--- src/rtl/run_ctrl.sv ---
// ---------------------------------------------------------------------------------------------
// run_ctrl
//   Host-side run controller for the basic processor. Drives the DUT start pulse, waits for
//   its halt flag and measures the cycles each run takes. One go launches RUNS back-to-back
//   runs; each run is guarded by a MAX_CYC timeout. Per-run and accumulated counts are
//   reported, and the accumulated total saturates instead of wrapping.
//
// Parameters
//   CW         width of the per-run cycle counter (o_last_cycles)
//   TW         width of the accumulated total (o_total_cycles), saturating
//   RUNS       runs per go, 1..255
//   START_CYC  cycles o_dut_start is held high per run, >= 1
//   MAX_CYC    per-run timeout threshold in counted cycles, 1..2^CW-1
//
// Ports
//   i_clk           clock, rising edge
//   i_rst_n         asynchronous active-low reset
//   i_go            launch a sequence; honoured only in IDLE/DONE/TOUT
//   i_abort         return to IDLE from any state; beats i_go
//   i_dut_halt      halt flag from the DUT
//   o_dut_start     start pulse to the DUT
//   o_busy          high in START/BLANK/RUN
//   o_done          high in DONE, held until go/abort
//   o_timeout       high in TOUT, held until go/abort
//   o_run_idx       0-based index of the current/last run
//   o_last_cycles   count of the most recently completed or timed-out run
//   o_total_cycles  sum of completed run counts in this sequence
// ---------------------------------------------------------------------------------------------
module run_ctrl #(
    parameter int unsigned CW        = 16,
    parameter int unsigned TW        = 24,
    parameter int unsigned RUNS      = 3,
    parameter int unsigned START_CYC = 2,
    parameter int unsigned MAX_CYC   = 16'hFFF0
) (
    input  logic          i_clk,
    input  logic          i_rst_n,
    input  logic          i_go,
    input  logic          i_abort,
    input  logic          i_dut_halt,
    output logic          o_dut_start,
    output logic          o_busy,
    output logic          o_done,
    output logic          o_timeout,
    output logic [7:0]    o_run_idx,
    output logic [CW-1:0] o_last_cycles,
    output logic [TW-1:0] o_total_cycles
);

    localparam int unsigned    SW         = (START_CYC > 1) ? $clog2(START_CYC) : 1;
    localparam int unsigned    SUMW       = ((CW > TW) ? CW : TW) + 1;
    localparam logic [SW-1:0]  START_LAST = SW'(START_CYC - 1);
    localparam logic [CW-1:0]  CYC_MAX    = CW'(MAX_CYC);
    localparam logic [7:0]     IDX_LAST   = 8'(RUNS - 1);
    localparam logic [SUMW-1:0] TOTAL_SAT = SUMW'({TW{1'b1}});

    typedef enum logic [2:0] {
        StIdle,
        StStart,
        StBlank,
        StRun,
        StDone,
        StTout
    } state_e;

    state_e        r_state;
    state_e        w_state_next;

    logic [SW-1:0] r_start_cnt;
    logic [SW-1:0] w_start_cnt_next;
    logic [CW-1:0] r_cyc_cnt;
    logic [CW-1:0] w_cyc_cnt_next;
    logic [7:0]    r_run_idx;
    logic [7:0]    w_run_idx_next;
    logic [CW-1:0] r_last;
    logic [CW-1:0] w_last_next;
    logic [TW-1:0] r_total;
    logic [TW-1:0] w_total_next;
    logic          r_dut_start;
    logic          w_dut_start_next;
    logic          r_busy;
    logic          w_busy_next;
    logic          r_done;
    logic          w_done_next;
    logic          r_timeout;
    logic          w_timeout_next;

    logic            w_start_end;
    logic            w_last_run;
    logic            w_at_max;
    logic [SUMW-1:0] w_sum;
    logic [TW-1:0]   w_total_sat;

    assign w_start_end = (r_start_cnt == START_LAST);
    assign w_last_run  = (r_run_idx == IDX_LAST);
    assign w_at_max    = (r_cyc_cnt == CYC_MAX);

    // Sum is one bit wider than either operand so overflow is visible before clamping.
    assign w_sum       = SUMW'(r_total) + SUMW'(r_cyc_cnt);
    assign w_total_sat = (w_sum > TOTAL_SAT) ? {TW{1'b1}} : w_sum[TW-1:0];

    // State register
    always_ff @(posedge i_clk or negedge i_rst_n) begin
        if (!i_rst_n) begin
            r_state <= StIdle;
        end else begin
            r_state <= w_state_next;
        end
    end

    // Next-state logic
    always_comb begin
        w_state_next = r_state;
        if (i_abort) begin
            w_state_next = StIdle;
        end else begin
            unique case (r_state)
                StIdle, StDone, StTout: begin
                    if (i_go) w_state_next = StStart;
                end
                StStart: begin
                    if (w_start_end) w_state_next = StBlank;
                end
                StBlank: w_state_next = StRun;
                StRun: begin
                    // A halt seen on the threshold cycle still counts as a completed run.
                    if (i_dut_halt) begin
                        w_state_next = w_last_run ? StDone : StStart;
                    end else if (w_at_max) begin
                        w_state_next = StTout;
                    end
                end
                default: w_state_next = StIdle;
            endcase
        end
    end

    // Output and datapath next values. Flags are decoded from the next state so that every
    // output comes straight from a flop.
    always_comb begin
        w_start_cnt_next = r_start_cnt;
        w_cyc_cnt_next   = r_cyc_cnt;
        w_run_idx_next   = r_run_idx;
        w_last_next      = r_last;
        w_total_next     = r_total;
        w_dut_start_next = (w_state_next == StStart);
        w_busy_next      = (w_state_next == StStart) || (w_state_next == StBlank) ||
                           (w_state_next == StRun);
        w_done_next      = (w_state_next == StDone);
        w_timeout_next   = (w_state_next == StTout);

        if (!i_abort) begin
            unique case (r_state)
                StIdle, StDone, StTout: begin
                    if (i_go) begin
                        w_run_idx_next   = '0;
                        w_last_next      = '0;
                        w_total_next     = '0;
                        w_start_cnt_next = '0;
                        w_cyc_cnt_next   = '0;
                    end
                end
                StStart: begin
                    w_cyc_cnt_next = '0;
                    if (!w_start_end) w_start_cnt_next = r_start_cnt + SW'(1);
                end
                StBlank: w_cyc_cnt_next = CW'(1);
                StRun: begin
                    if (i_dut_halt) begin
                        w_last_next  = r_cyc_cnt;
                        w_total_next = w_total_sat;
                        if (!w_last_run) begin
                            w_run_idx_next   = r_run_idx + 8'd1;
                            w_start_cnt_next = '0;
                            w_cyc_cnt_next   = '0;
                        end
                    end else if (w_at_max) begin
                        // Timed-out run is reported but never added to the total.
                        w_last_next = r_cyc_cnt;
                    end else begin
                        w_cyc_cnt_next = r_cyc_cnt + CW'(1);
                    end
                end
                default: ;
            endcase
        end
    end

    always_ff @(posedge i_clk or negedge i_rst_n) begin
        if (!i_rst_n) begin
            r_start_cnt <= '0;
            r_cyc_cnt   <= '0;
            r_run_idx   <= '0;
            r_last      <= '0;
            r_total     <= '0;
            r_dut_start <= 1'b0;
            r_busy      <= 1'b0;
            r_done      <= 1'b0;
            r_timeout   <= 1'b0;
        end else begin
            r_start_cnt <= w_start_cnt_next;
            r_cyc_cnt   <= w_cyc_cnt_next;
            r_run_idx   <= w_run_idx_next;
            r_last      <= w_last_next;
            r_total     <= w_total_next;
            r_dut_start <= w_dut_start_next;
            r_busy      <= w_busy_next;
            r_done      <= w_done_next;
            r_timeout   <= w_timeout_next;
        end
    end

    assign o_dut_start    = r_dut_start;
    assign o_busy         = r_busy;
    assign o_done         = r_done;
    assign o_timeout      = r_timeout;
    assign o_run_idx      = r_run_idx;
    assign o_last_cycles  = r_last;
    assign o_total_cycles = r_total;

endmodule

--- config.mk ---
export PLATFORM = sky130hd
export DESIGN_NAME = run_ctrl
export DESIGN_NICKNAME = d
export VERILOG_FILES = /design/src/rtl/run_ctrl.sv
export SDC_FILE = /design/constraint.sdc
export NUM_CORES = 1
export LEC_CHECK = 0
export CAP_MARGIN = 20
export CORE_UTILIZATION = 27
export DETAILED_ROUTE_END_ITERATION = 10
export GPL_ROUTABILITY_DRIVEN = 0
export GPL_TIMING_DRIVEN = 0
export SYNTH_ARGS = -nofsm -noshare
export SYNTH_HDL_FRONTEND = slang
export SYNTH_SLANG_ARGS = --single-unit
--- constraint.sdc ---
create_clock -name i_clk -period 3.65 [get_ports i_clk]
set_input_delay 0.5475 -clock i_clk [delete_from_list [all_inputs] [get_ports i_clk]]
set_output_delay 0.5475 -clock i_clk [all_outputs]
set_load 0.02 [all_outputs]
==> results of run 1 <==
[critical path: stages (launching register included)]
cell      delay, ns
dfrtp_1        0.43
ha_1           0.20
inv_1          0.05
fa_1           0.40
nand2b_1       0.18
a21oi_1        0.27
o21bai_1       0.17
a21o_1         0.23
a21oi_1        0.61
clkbuf_1       0.38
o21ai_0        0.16
nand2_1        0.08
[metrics by stage]
stage               total power, mW  instances  util (%)  cell area [µm²]
finish                         1.99        782      35.4             5440
global route                   2.07        782      35.4             5440
CTS                            2.01        782      35.4             5440
detailed placement             1.12        766      33.4             5140
global placement               1.11        765      33.3             5110
floorplan                      1.02        498         -             4290
[logic make-up (layout without fill, tap and decap cells)]
| logic type | count (synthesis) | count (layout) | synth area share, % |
|---|---|---|---|
| DFF | 72 | 72 | 42.0 |
| buffers and inverters | 31 | 104 | 3.21 |
| and+or+nand+nor | 222 | 222 | 24.3 |
| xor gates and xnor gates | 30 | 30 | 6.13 |
| adders and majority gates | 21 | 21 | 6.30 |
| muxes | 1 | 1 | 0.233 |
| AOI/OAI and AO/OA | 121 | 121 | 17.8 |
[placed cells by master (no fill, tap or decap), types with 3 or more instances in the layout]
master | netlist | final
a211oi_1 | 5 | 5
a21o_1 | 5 | 5
a21oi_1 | 28 | 28
a31oi_1 | 4 | 4
and2_1 | 6 | 6
and3_1 | 5 | 5
clkbuf_1 | 13 | 14
clkbuf_16 | 0 | 9
clkdlybuf4s50_1 | 0 | 55
dfrtp_1 | 72 | 72
ha_1 | 20 | 20
inv_1 | 12 | 12
nand2_1 | 90 | 90
nand2b_1 | 5 | 5
nand3_1 | 13 | 13
nand4_1 | 17 | 17
nor2_1 | 48 | 48
nor2b_1 | 4 | 4
nor3_1 | 11 | 11
nor3b_1 | 3 | 3
o211ai_1 | 4 | 4
o21ai_0 | 43 | 43
o21bai_1 | 5 | 5
o22ai_1 | 3 | 3
or2_2 | 4 | 4
or3_1 | 4 | 4
xnor2_1 | 13 | 13
xor2_1 | 17 | 17
[final cells by class]
type	instances	area, µm²	area share [%]
clock buffers	10	229	4.21
plain buffers	18	88.8	1.63
repair buffers	57	586	10.8
inverters	13	48.8	0.898
flip-flops and latches	72	1800	33.1
multi-input cells	395	2350	43.2
clock inverters	6	68.8	1.27
well taps	211	264	4.86
[state kept, by name, indices dropped and copies added, names as in the netlist]
name	count
r_cyc_cnt	16
o_last_cycles	16
r_state	3
o_dut_start	1
o_done	1
o_timeout	1
o_busy	1
o_run_idx	8
r_start_cnt	1
o_total_cycles	24
[worst max-delay path by stage]
stage          depth (start not counted)  slack [ns]                             end                     startpoint
2_1_floorplan                         10        0.99  o_total_cycles[19]$_DFFE_PN0P_  o_total_cycles[0]$_DFFE_PN0P_
3_3_place_gp                           1       -0.49             o_timeout$_DFF_PN0_                        i_rst_n
3_5_place_dp                          11        0.34   o_total_cycles[6]$_DFFE_PN0P_       r_cyc_cnt[0]$_DFFE_PN0P_
4_1_cts                               11        0.38   o_total_cycles[6]$_DFFE_PN0P_       r_cyc_cnt[0]$_DFFE_PN0P_
5_1_grt                               11        0.03   o_total_cycles[4]$_DFFE_PN0P_       r_cyc_cnt[0]$_DFFE_PN0P_
6_report                              11        0.42   o_total_cycles[4]$_DFFE_PN0P_       r_cyc_cnt[0]$_DFFE_PN0P_
[power by group through the flow]
stage               clock, mW  combinational (mW)  sequential (mW)
floorplan                   0               0.155            0.861
global placement            0               0.258            0.853
detailed placement          0               0.265            0.854
CTS                     0.903               0.267            0.839
global route            0.939               0.294            0.841
finish                  0.887               0.266            0.839
[layer usage]
| metal | GRT usage (%) | wire length [µm] | vias up |
|---|---|---|---|
| met5 | 0 | 0 | - |
| met4 | 5.26 | 190 | 0 |
| met3 | 3.17 | 508 | 19 |
| met2 | 23.6 | 5340 | 100 |
| met1 | 19.9 | 5480 | 1879 |
| li1 | - | - | 1910 |
==> summary.md, run 1 <==
| Metric | Value |
|---|---|
| Max cap viols | 0 |
| Final WS setup | between 0.4 and 0.5 ns |
| Max-slew violation count | 0 |
| Total of warnings raised by yosys | 0 |
| Post-CTS Setup Inserts | 0 |
| Worst rel slew slack | between 40 and 50% |
| # IOs | 57 |
| CTS H-Tree Depth | 3 |
| Yosys reg bits | 72 |
| Final WL | 11500 µm |
| Die Height | between 100 and 150 µm |
| Top cells by area, synth | dfrtp_1 (42%), nand2_1 (7.9%), ha_1 (5.8%) |
| Asr flop ratio synth | 100% |
| Final min period | 3.23 ns |
| Grt total ovfl | 0 |
| R2R setup slack | approximately 0.42 ns |
| Ys flop type | dfrtp_1 |
| Final Net Count | roughly 590 |
| Synth Net Count | around 520 |
| DRT iter0 DRCs | approximately 230 |
| Critical Path Fanout Max | 10 |
| Yosys cell types | 57 |
| CTS root buffer | clkbuf_16 |
| CTS tree | yes |
| Ant diodes | 0 |
| Via Count | just under 4000 |
| Largest net degree at the start of global routing | 51 |
| P per Cell Area | 367 nW/µm² |
| CP Data Arrival Time | ~3.5 ns |
| Setup crit start kind | flip-flop |
| Fill count | roughly 1600 |
| Post-synthesis sequential area ratio | 42.0% |
| RSZ-0062 raised after global routing | no |
| Area Growth Syn to Fin | 26.8% |
| Sw Pwr | around 0.55 mW |
| Outcome | completed |
| Hold Vio Cnt, Final | 0 |
| Cell internal pwr | 1.44 mW |
| FMAX | 310 MHz |
| Count of final setup violators | 0 |
| CTS resizes | 0 |
| Crit path kind | reg2reg |
| Die width | 128 µm |
| Area leader, netlist | dfrtp_1 |
| Clk_lat worst skew | ~0.34 ns |
| CTS sink count | 72 |
| Crit share post-route | between 80% and 90% |
| Clk network pwr share | between 40 and 50% |
| Total Routing Usage GR | between 10% and 20% |
| Global-route wire length before repair | roughly 19000 µm |
| Crit end category | flip-flop |
| Gate power share | 13.3% |
| Sw frac | between 20 and 30% |
| Share of power burned in registers | a little over two fifths |
| Cts hold-fix bufs | 0 |
| Hold slack | about 0.10 ns |
| Layout cells sized above 1 | ~5.6% |
| Initial antenna violation count | 0 |
| Measured slew at the worst slew-check pin | 0.842 ns |
| Leakage | between 2 and 2.5 nW |
| Mapped cell area | approximately 4300 µm² |
| EDFF count, synth | 0 |
| Mean Syn Cell Area | roughly 8.6 µm² |
| VDD IR-drop max | about 0.23 mV |
| Clock Skews | between 0.01 and 0.015 ns |
| DR DRC count | 0 |
| Die area | ~16000 µm² |
| Clock buffer count from CTS | 9 |
| Commonest cells in the netlist | nand2_1 (90), dfrtp_1 (72), nor2_1 (48) |
| Setup TNS | 0 ns |
| Post-synthesis cell count | ~500 |
| Core area | about 15000 µm² |
| Starting Density | between 20% and 30% |
| Maximum buffer depth of the clock tree | 2 |
| Pre-antenna DRT Iters | 5 |
| Most common cell in the netlist | nand2_1 |
| Vias per inst | approximately 5 |
| FF-to-FF path depth | 11 |
| DP Worst Slack | 0.336 ns |
| Detail Route Antenna Nets | 0 |
| Drt wl/cell | 14.7 µm |
| Clock transition at the registers of the reported paths | about 0.060 ns |
| Rows | between 40 and 50 |
| HP Class | in2async |
| DPL Wire Length | 8650 µm |
| Data required, critical path | between 3 and 4 ns |
| Vias in the first global route | 3751 |
| Port bufs | 56 |
| Worst R2R End | o_total_cycles[4]$_DFFE_PN0P_ |
| Top-area cell type share of the netlist area | between 40% and 50% |
| RR Startpoint | r_cyc_cnt[0]$_DFFE_PN0P_ |
Power figures use the tool's default switching activity.
==> inputs of run 2 (changes only) <==
--- a/config.mk
+++ b/config.mk
@@ -7,6 +7,7 @@
 export LEC_CHECK = 0
 export CAP_MARGIN = 20
 export CORE_UTILIZATION = 27
+export CTS_BUF_LIST = sky130_fd_sc_hd__clkbuf_8
 export DETAILED_ROUTE_END_ITERATION = 10
 export GPL_ROUTABILITY_DRIVEN = 0
 export GPL_TIMING_DRIVEN = 0
==> constraint.sdc (replaced) <==
create_clock -name i_clk -period 3.86 [get_ports i_clk]
set_input_delay 0.579 -clock i_clk [delete_from_list [all_inputs] [get_ports i_clk]]
set_output_delay 0.579 -clock i_clk [all_outputs]
set_load 0.02 [all_outputs]
==> summary.md, run 2 (synthesis results as in run 1) <==
| Metric | Value |
|---|---|
| Outcome | completed |
| Core area | 15400 µm² (unchanged) |
| CTS sink count | 72 (unchanged) |
| Commonest cells after routing, fill and taps aside | nand2_1 (90), dfrtp_1 (72), clkdlybuf4s50_1 (55), nor2_1 (48), o21ai_0 (43) |
| Sequential Area | 1800 µm² (unchanged) |
| Drt wl/cell | 14.7 µm (about the same) |
| Vias in the first global route | 3736 (-0.40%) |
| Hold Vio Cnt, Final | 0 (unchanged) |
| Final min period | 3.22 ns (-0.00931 ns) |
| Crit end category | flip-flop |
| Critical Path Fanout Max | 10 (unchanged) |
| Pre-antenna DRT Iters | 5 (unchanged) |
| Fin util | 34.7% (-0.66 points) |
| Most common cell after layout, fill and taps aside | nand2_1 |
| FMAX | 310 MHz (+0.29%) |
| Vias per inst | 4.95 (-1.0%) |
| CTS resizes | 0 (unchanged) |
| Data required, critical path | 4.17 ns (+0.24 ns) |
| DRT iter0 DRCs | 230 (+1.3%) |
| Fill count | 1564 (+0.19%) |
| HP Class | in2async |
| Via Count | 3867 (-1.0%) |
| Largest net degree at the start of global routing | 51 (unchanged) |
| Worst rel slew slack | 43.6% (+0.16 points) |
| Global-route wire length before repair | 19000 µm (-0.21%) |
| Clock Skews | 0.0182 ns (+0.00736 ns) |
| Area Growth Syn to Fin | 24.4% |
| VDD IR-drop max | 0.135 mV (-40%) |
| Clk_lat worst skew | 0.37 ns (+0.03 ns) |
| Final WS setup | 0.639 ns (+0.219 ns) |
| Cts hold-fix bufs | 0 (unchanged) |
| Starting Density | 27.9% (unchanged) |
| Initial antenna violation count | 0 (unchanged) |
| CTS H-Tree Depth | 3 (unchanged) |
| Count of final setup violators | 0 (unchanged) |
| Setup crit start kind | flip-flop |
| Detail Route Antenna Nets | 0 (unchanged) |
| Area of the multi-input gates | 2350 µm² (unchanged) |
| Final WL | 11500 µm (about the same) |
| Clock buffer count from CTS | 9 (unchanged) |
| CTS root buffer | clkbuf_8 |
| DP Worst Slack | 0.546 ns (+0.210 ns) |
| Hold slack | 0.105 ns (+0.00131 ns) |
| Measured slew at the worst slew-check pin | 0.839 ns (-0.00235 ns) |
| Rows | 45 (unchanged) |
| # IOs | 57 (unchanged) |
| CTS tree | yes |
| Die area | 16400 µm² (unchanged) |
| RSZ-0062 raised after global routing | no |
| Post-CTS Setup Inserts | 0 (unchanged) |
| Clock transition at the registers of the reported paths | 0.09 ns (+0.03 ns) |
| Die width | 128 µm (unchanged) |
| Ant diodes | 0 (unchanged) |
| Crit share post-route | 83.4% (-5.1 points) |
| DPL Wire Length | 8650 µm (unchanged) |
| Layout cells sized above 1 | 5.60% (unchanged) |
| Max reg flops | 24 (unchanged) |
| DR DRC count | 0 (unchanged) |
| Maximum buffer depth of the clock tree | 2 (unchanged) |
| Total Routing Usage GR | 14.9% (+0.054 points) |
| CP Data Arrival Time | 3.53 ns (+0.02 ns) |
| Leakage | 2.31 nW (-1.8%) |
| Max-slew violation count | 0 (unchanged) |
| Grt total ovfl | 0 (unchanged) |
| Max cap viols | 0 (unchanged) |
| Die Height | 128 µm (unchanged) |
| Port bufs | 56 (unchanged) |
| P per Cell Area | 309 nW/µm² (-16%) |
| Crit path kind | reg2reg |
| Final Net Count | 592 (unchanged) |
-- run 2: power breakdown --
part | internal (mW) | leakage, nW | total [mW] | switching, mW
logic | 0.0861 | 1.21 | 0.250 | 0.164
registers | 0.774 | 0.999 | 0.793 | 0.0189
clock network | 0.299 | 0.101 | 0.607 | 0.307
-- run 2: layout make-up --
| class | count | area share, % |
|---|---|---|
| Timing Repair Buffer | 57 | 11.0 |
| Clock inverter | 7 | 1.36 |
| Clock buffer | 9 | 2.32 |
| Multi-Input combinational cell | 395 | 44.0 |
| Tap cell | 211 | 4.95 |
| Inverter | 13 | 0.915 |
| Sequential cell | 72 | 33.8 |
| Buffer | 18 | 1.67 |
-- run 2: final timing paths --
kind / from / endpoint / slack [ns] / depth (start not counted)
setup reg to reg: r_cyc_cnt[0]$_DFFE_PN0P_ / o_total_cycles[6]$_DFFE_PN0P_ / 0.64 / 11
min in group i_clk: o_last_cycles[10]$_DFFE_PN0P_ / o_last_cycles[10]$_DFFE_PN0P_ / 0.48 / 2
setup / recovery: r_cyc_cnt[0]$_DFFE_PN0P_ / o_total_cycles[6]$_DFFE_PN0P_ / 0.64 / 11
max in group asynchronous: i_rst_n / o_dut_start$_DFF_PN0_ / 3.20 / 2
hold reg to reg: o_last_cycles[10]$_DFFE_PN0P_ / o_last_cycles[10]$_DFFE_PN0P_ / 0.48 / 2
hold / removal: i_rst_n / o_total_cycles[11]$_DFFE_PN0P_ / 0.11 / 1
-- run 2: metal layers --
| layer | track usage [%] | up-vias | part of all wire (%) |
|---|---|---|---|
| li1 | - | 1909 | - |
| met1 | 19.9 | 1853 | 48 |
| met2 | 23.5 | 86 | 46 |
| met3 | 3.13 | 19 | 4.0 |
| met4 | 5.88 | 0 | 1.6 |
| met5 | 0 | - | 0 |
-- run 2: stage by stage --
stage	TNS, ns	cell area (µm²)	total power [mW]	cells
global route	0	5330	1.73	782
finish	0	5330	1.65	782
floorplan	0	4290	0.960	498
CTS	0	5330	1.67	782
detailed placement	0	5140	1.06	766
global placement	-21.97	5110	1.05	765
-- run 2: critical path, stage by stage (launching register included) --
cell	delay [ns]
dfrtp_1	0.44
ha_1	0.19
inv_1	0.05
fa_1	0.41
nand2b_1	0.19
a21oi_1	0.28
o21bai_1	0.17
a21o_1	0.23
a21oi_1	0.59
clkbuf_1	0.39
o21ai_0	0.16
nand2_1	0.08
==> inputs of run 3 (changes only) <==
==> constraint.sdc (replaced) <==
create_clock -name i_clk -period 3.1 [get_ports i_clk]
set_input_delay 0.465 -clock i_clk [delete_from_list [all_inputs] [get_ports i_clk]]
set_output_delay 0.465 -clock i_clk [all_outputs]
set_load 0.02 [all_outputs]
==> summary.md, run 3 (synthesis results as in run 1) <==
| Metric | Value |
|---|---|
| Outcome | completed |
| DPL Wire Length | 8650 µm (unchanged) |
| Hold slack | 0.485 ns (+0.379 ns) |
| Hold Crit Start | o_last_cycles[10]$_DFFE_PN0P_ |
| R2R setup slack | 0.25 ns (-0.39 ns) |
| Commonest cells after routing, fill and taps aside | nand2_1 (90), dfrtp_1 (72), clkdlybuf4s50_1 (55), nor2_1 (48), o21ai_0 (43) |
| FF-to-FF path depth | 10 (-1) |
| Drt wl/cell | 14.7 µm (-0.22%) |
| Core area | 15400 µm² (unchanged) |
| RR Startpoint | o_total_cycles[0]$_DFFE_PN0P_ |
| P per Cell Area | 383 nW/µm² (+24%) |
| Crit path kind | reg2reg |
| Post-CTS Setup Inserts | 0 (unchanged) |
| Max cap viols | 0 (unchanged) |
| Max reg flops | 24 (unchanged) |
| Total Routing Usage GR | 14.9% (about the same) |
| Global-route wire length before repair | 19000 µm (about the same) |
| Area Growth Syn to Fin | 25.1% |
| CTS tree | yes |
| Crit-path cells | ha_1 -> inv_1 -> fa_1 -> nand2b_1 -> a21oi_1 -> o211ai_1 -> a32oi_1 -> and2_1 -> a31oi_1 -> a311oi_1 |
| WHS Path Cells | 2 |
| Initial antenna violation count | 0 (unchanged) |
| CP Data Arrival Time | 3.10 ns (-0.43 ns) |
| Vias in the first global route | 3729 (-0.19%) |
| Count of final setup violators | 0 (unchanged) |
| CTS root buffer | clkbuf_8 |
| Buffers and inverters on the worst path | 1 (-1) |
| Ant diodes | 0 (unchanged) |
| WHS Endpoint | o_last_cycles[10]$_DFFE_PN0P_ |
| Setup crit start kind | flip-flop |
| Maximum buffer depth of the clock tree | 2 (unchanged) |
| Vias per inst | 4.93 (-0.26%) |
| Worst R2R End | o_total_cycles[20]$_DFFE_PN0P_ |
| RSZ-0062 raised after global routing | no |
| Detail Route Antenna Nets | 0 (unchanged) |
| Top delay family on crit path | compound AO/OA/AOI/OAI gates |
| DRT iter0 DRCs | 229 (-0.43%) |
| CTS sink count | 72 (unchanged) |
| # IOs | 57 (unchanged) |
| Measured slew at the worst slew-check pin | 0.854 ns (+0.0149 ns) |
| Clk_lat worst skew | 0.37 ns (about the same) |
| Fill count | 1558 (-0.38%) |
| Final Net Count | 593 (+0.17%) |
| Worst rel slew slack | 42.6% (-1.0 points) |
| Die area | 16400 µm² (unchanged) |
| Leakage | 2.32 nW (+0.44%) |
| Clock buffer count from CTS | 9 (unchanged) |
| Final WL | 11500 µm (about the same) |
| Die width | 128 µm (unchanged) |
| Rows | 45 (unchanged) |
| Critical Path Source | o_total_cycles[0]$_DFFE_PN0P_ |
| Pre-antenna DRT Iters | 7 (+2) |
| Clock transition at the registers of the reported paths | 0.09 ns (about the same) |
| Critical-path top delay cell | dfrtp_1 |
| Starting Density | 27.9% (unchanged) |
| Crit end category | flip-flop |
| FMAX | 350 MHz (+13%) |
| Layout cells sized above 1 | 6.12% (+0.51 points) |
| Port bufs | 56 (unchanged) |
| VDD IR-drop max | 0.172 mV (+27%) |
| Max-slew violation count | 0 (unchanged) |
| Via Count | 3862 (-0.13%) |
| Clock Skews | 0.0182 ns (+0.0000694 ns) |
| Hold Vio Cnt, Final | 0 (unchanged) |
| Crit share post-route | 92.0% (+8.6 points) |
| Data required, critical path | 3.35 ns (-0.82 ns) |
| Die Height | 128 µm (unchanged) |
| Final min period | 2.85 ns (-0.368 ns) |
| Grt total ovfl | 0 (unchanged) |
| DR DRC count | 0 (unchanged) |
| Largest net degree at the start of global routing | 51 (unchanged) |
| Power consumption | 2.06 mW (+25%) |
| Slowest Stage Delay on Critical Path | 0.43 ns (-0.16 ns) |
| CTS H-Tree Depth | 3 (unchanged) |
| Most common cell after layout, fill and taps aside | nand2_1 |
| Critical Path Fanout Max | 5 (-5) |
| HP Class | reg2reg |
## run 3: per-stage QoR
stage	worst slack [ns]	utilization, %	setup TNS, ns	cell area, µm²	std cells
after detailed placement	-0.214	33.4	-2.20	5140	766
after CTS	0.0467	34.8	0	5350	783
after global placement	-0.957	33.3	-71.02	5110	765
after global routing	0.00489	34.9	0	5360	783
after floorplan	0.438	-	0	4290	498
final	0.247	34.9	0	5360	783
## run 3: area by class of cell
class	instances	area [µm²]	area share [%]
multi-input cells	395	2370	44.1
flip-flops and latches	72	1800	33.6
repair buffers	58	596	11.1
well taps	211	264	4.92
clock buffers	9	124	2.31
plain buffers	18	90.1	1.68
clock inverters	7	72.6	1.35
inverters	13	48.8	0.910
## run 3: power by group
| part | total [mW] | internal, mW | switching (mW) |
|---|---|---|---|
| registers | 0.987 | 0.964 | 0.0237 |
| clock network | 0.757 | 0.373 | 0.384 |
| logic | 0.312 | 0.108 | 0.204 |
| total | 2.06 | 1.44 | 0.612 |
## run 3: metal layers
| layer | global-route usage, % | vias to the layer above | share of wire (%) |
|---|---|---|---|
| met5 | 0 | - | 0 |
| met4 | 5.61 | 0 | 1.5 |
| met3 | 3.09 | 19 | 4.7 |
| met2 | 23.6 | 103 | 46 |
| met1 | 19.9 | 1834 | 48 |
| li1 | - | 1906 | - |
## run 3: how the worst max path moves through the flow
stage | cells past startpoint | to | slack [ns]
after floorplan | 10 | o_total_cycles[19]$_DFFE_PN0P_ | 0.44
after global placement | 1 | o_timeout$_DFF_PN0_ | -0.96
after detailed placement | 11 | o_total_cycles[6]$_DFFE_PN0P_ | -0.21
after CTS | 11 | o_total_cycles[6]$_DFFE_PN0P_ | 0.05
after global routing | 10 | o_total_cycles[20]$_DFFE_PN0P_ | 0.005
final | 10 | o_total_cycles[20]$_DFFE_PN0P_ | 0.25
## run 3: what timing repair did
item / CTS / global route
pin swaps: 0 / 0
gates resized for setup: 1 / 5
hold endpoints to repair: 3 / 0
setup endpoints to repair: 14 / 19
hold buffers: 1 / 0
## run 3: worst register-to-register path, cell delays in order, from the launching register on
cell	delay, ns
dfrtp_1	0.43
ha_1	0.19
inv_1	0.05
fa_1	0.41
nand2b_1	0.19
a21oi_1	0.27
o211ai_1	0.21
a32oi_1	0.35
and2_1	0.27
a31oi_1	0.11
a311oi_1	0.26
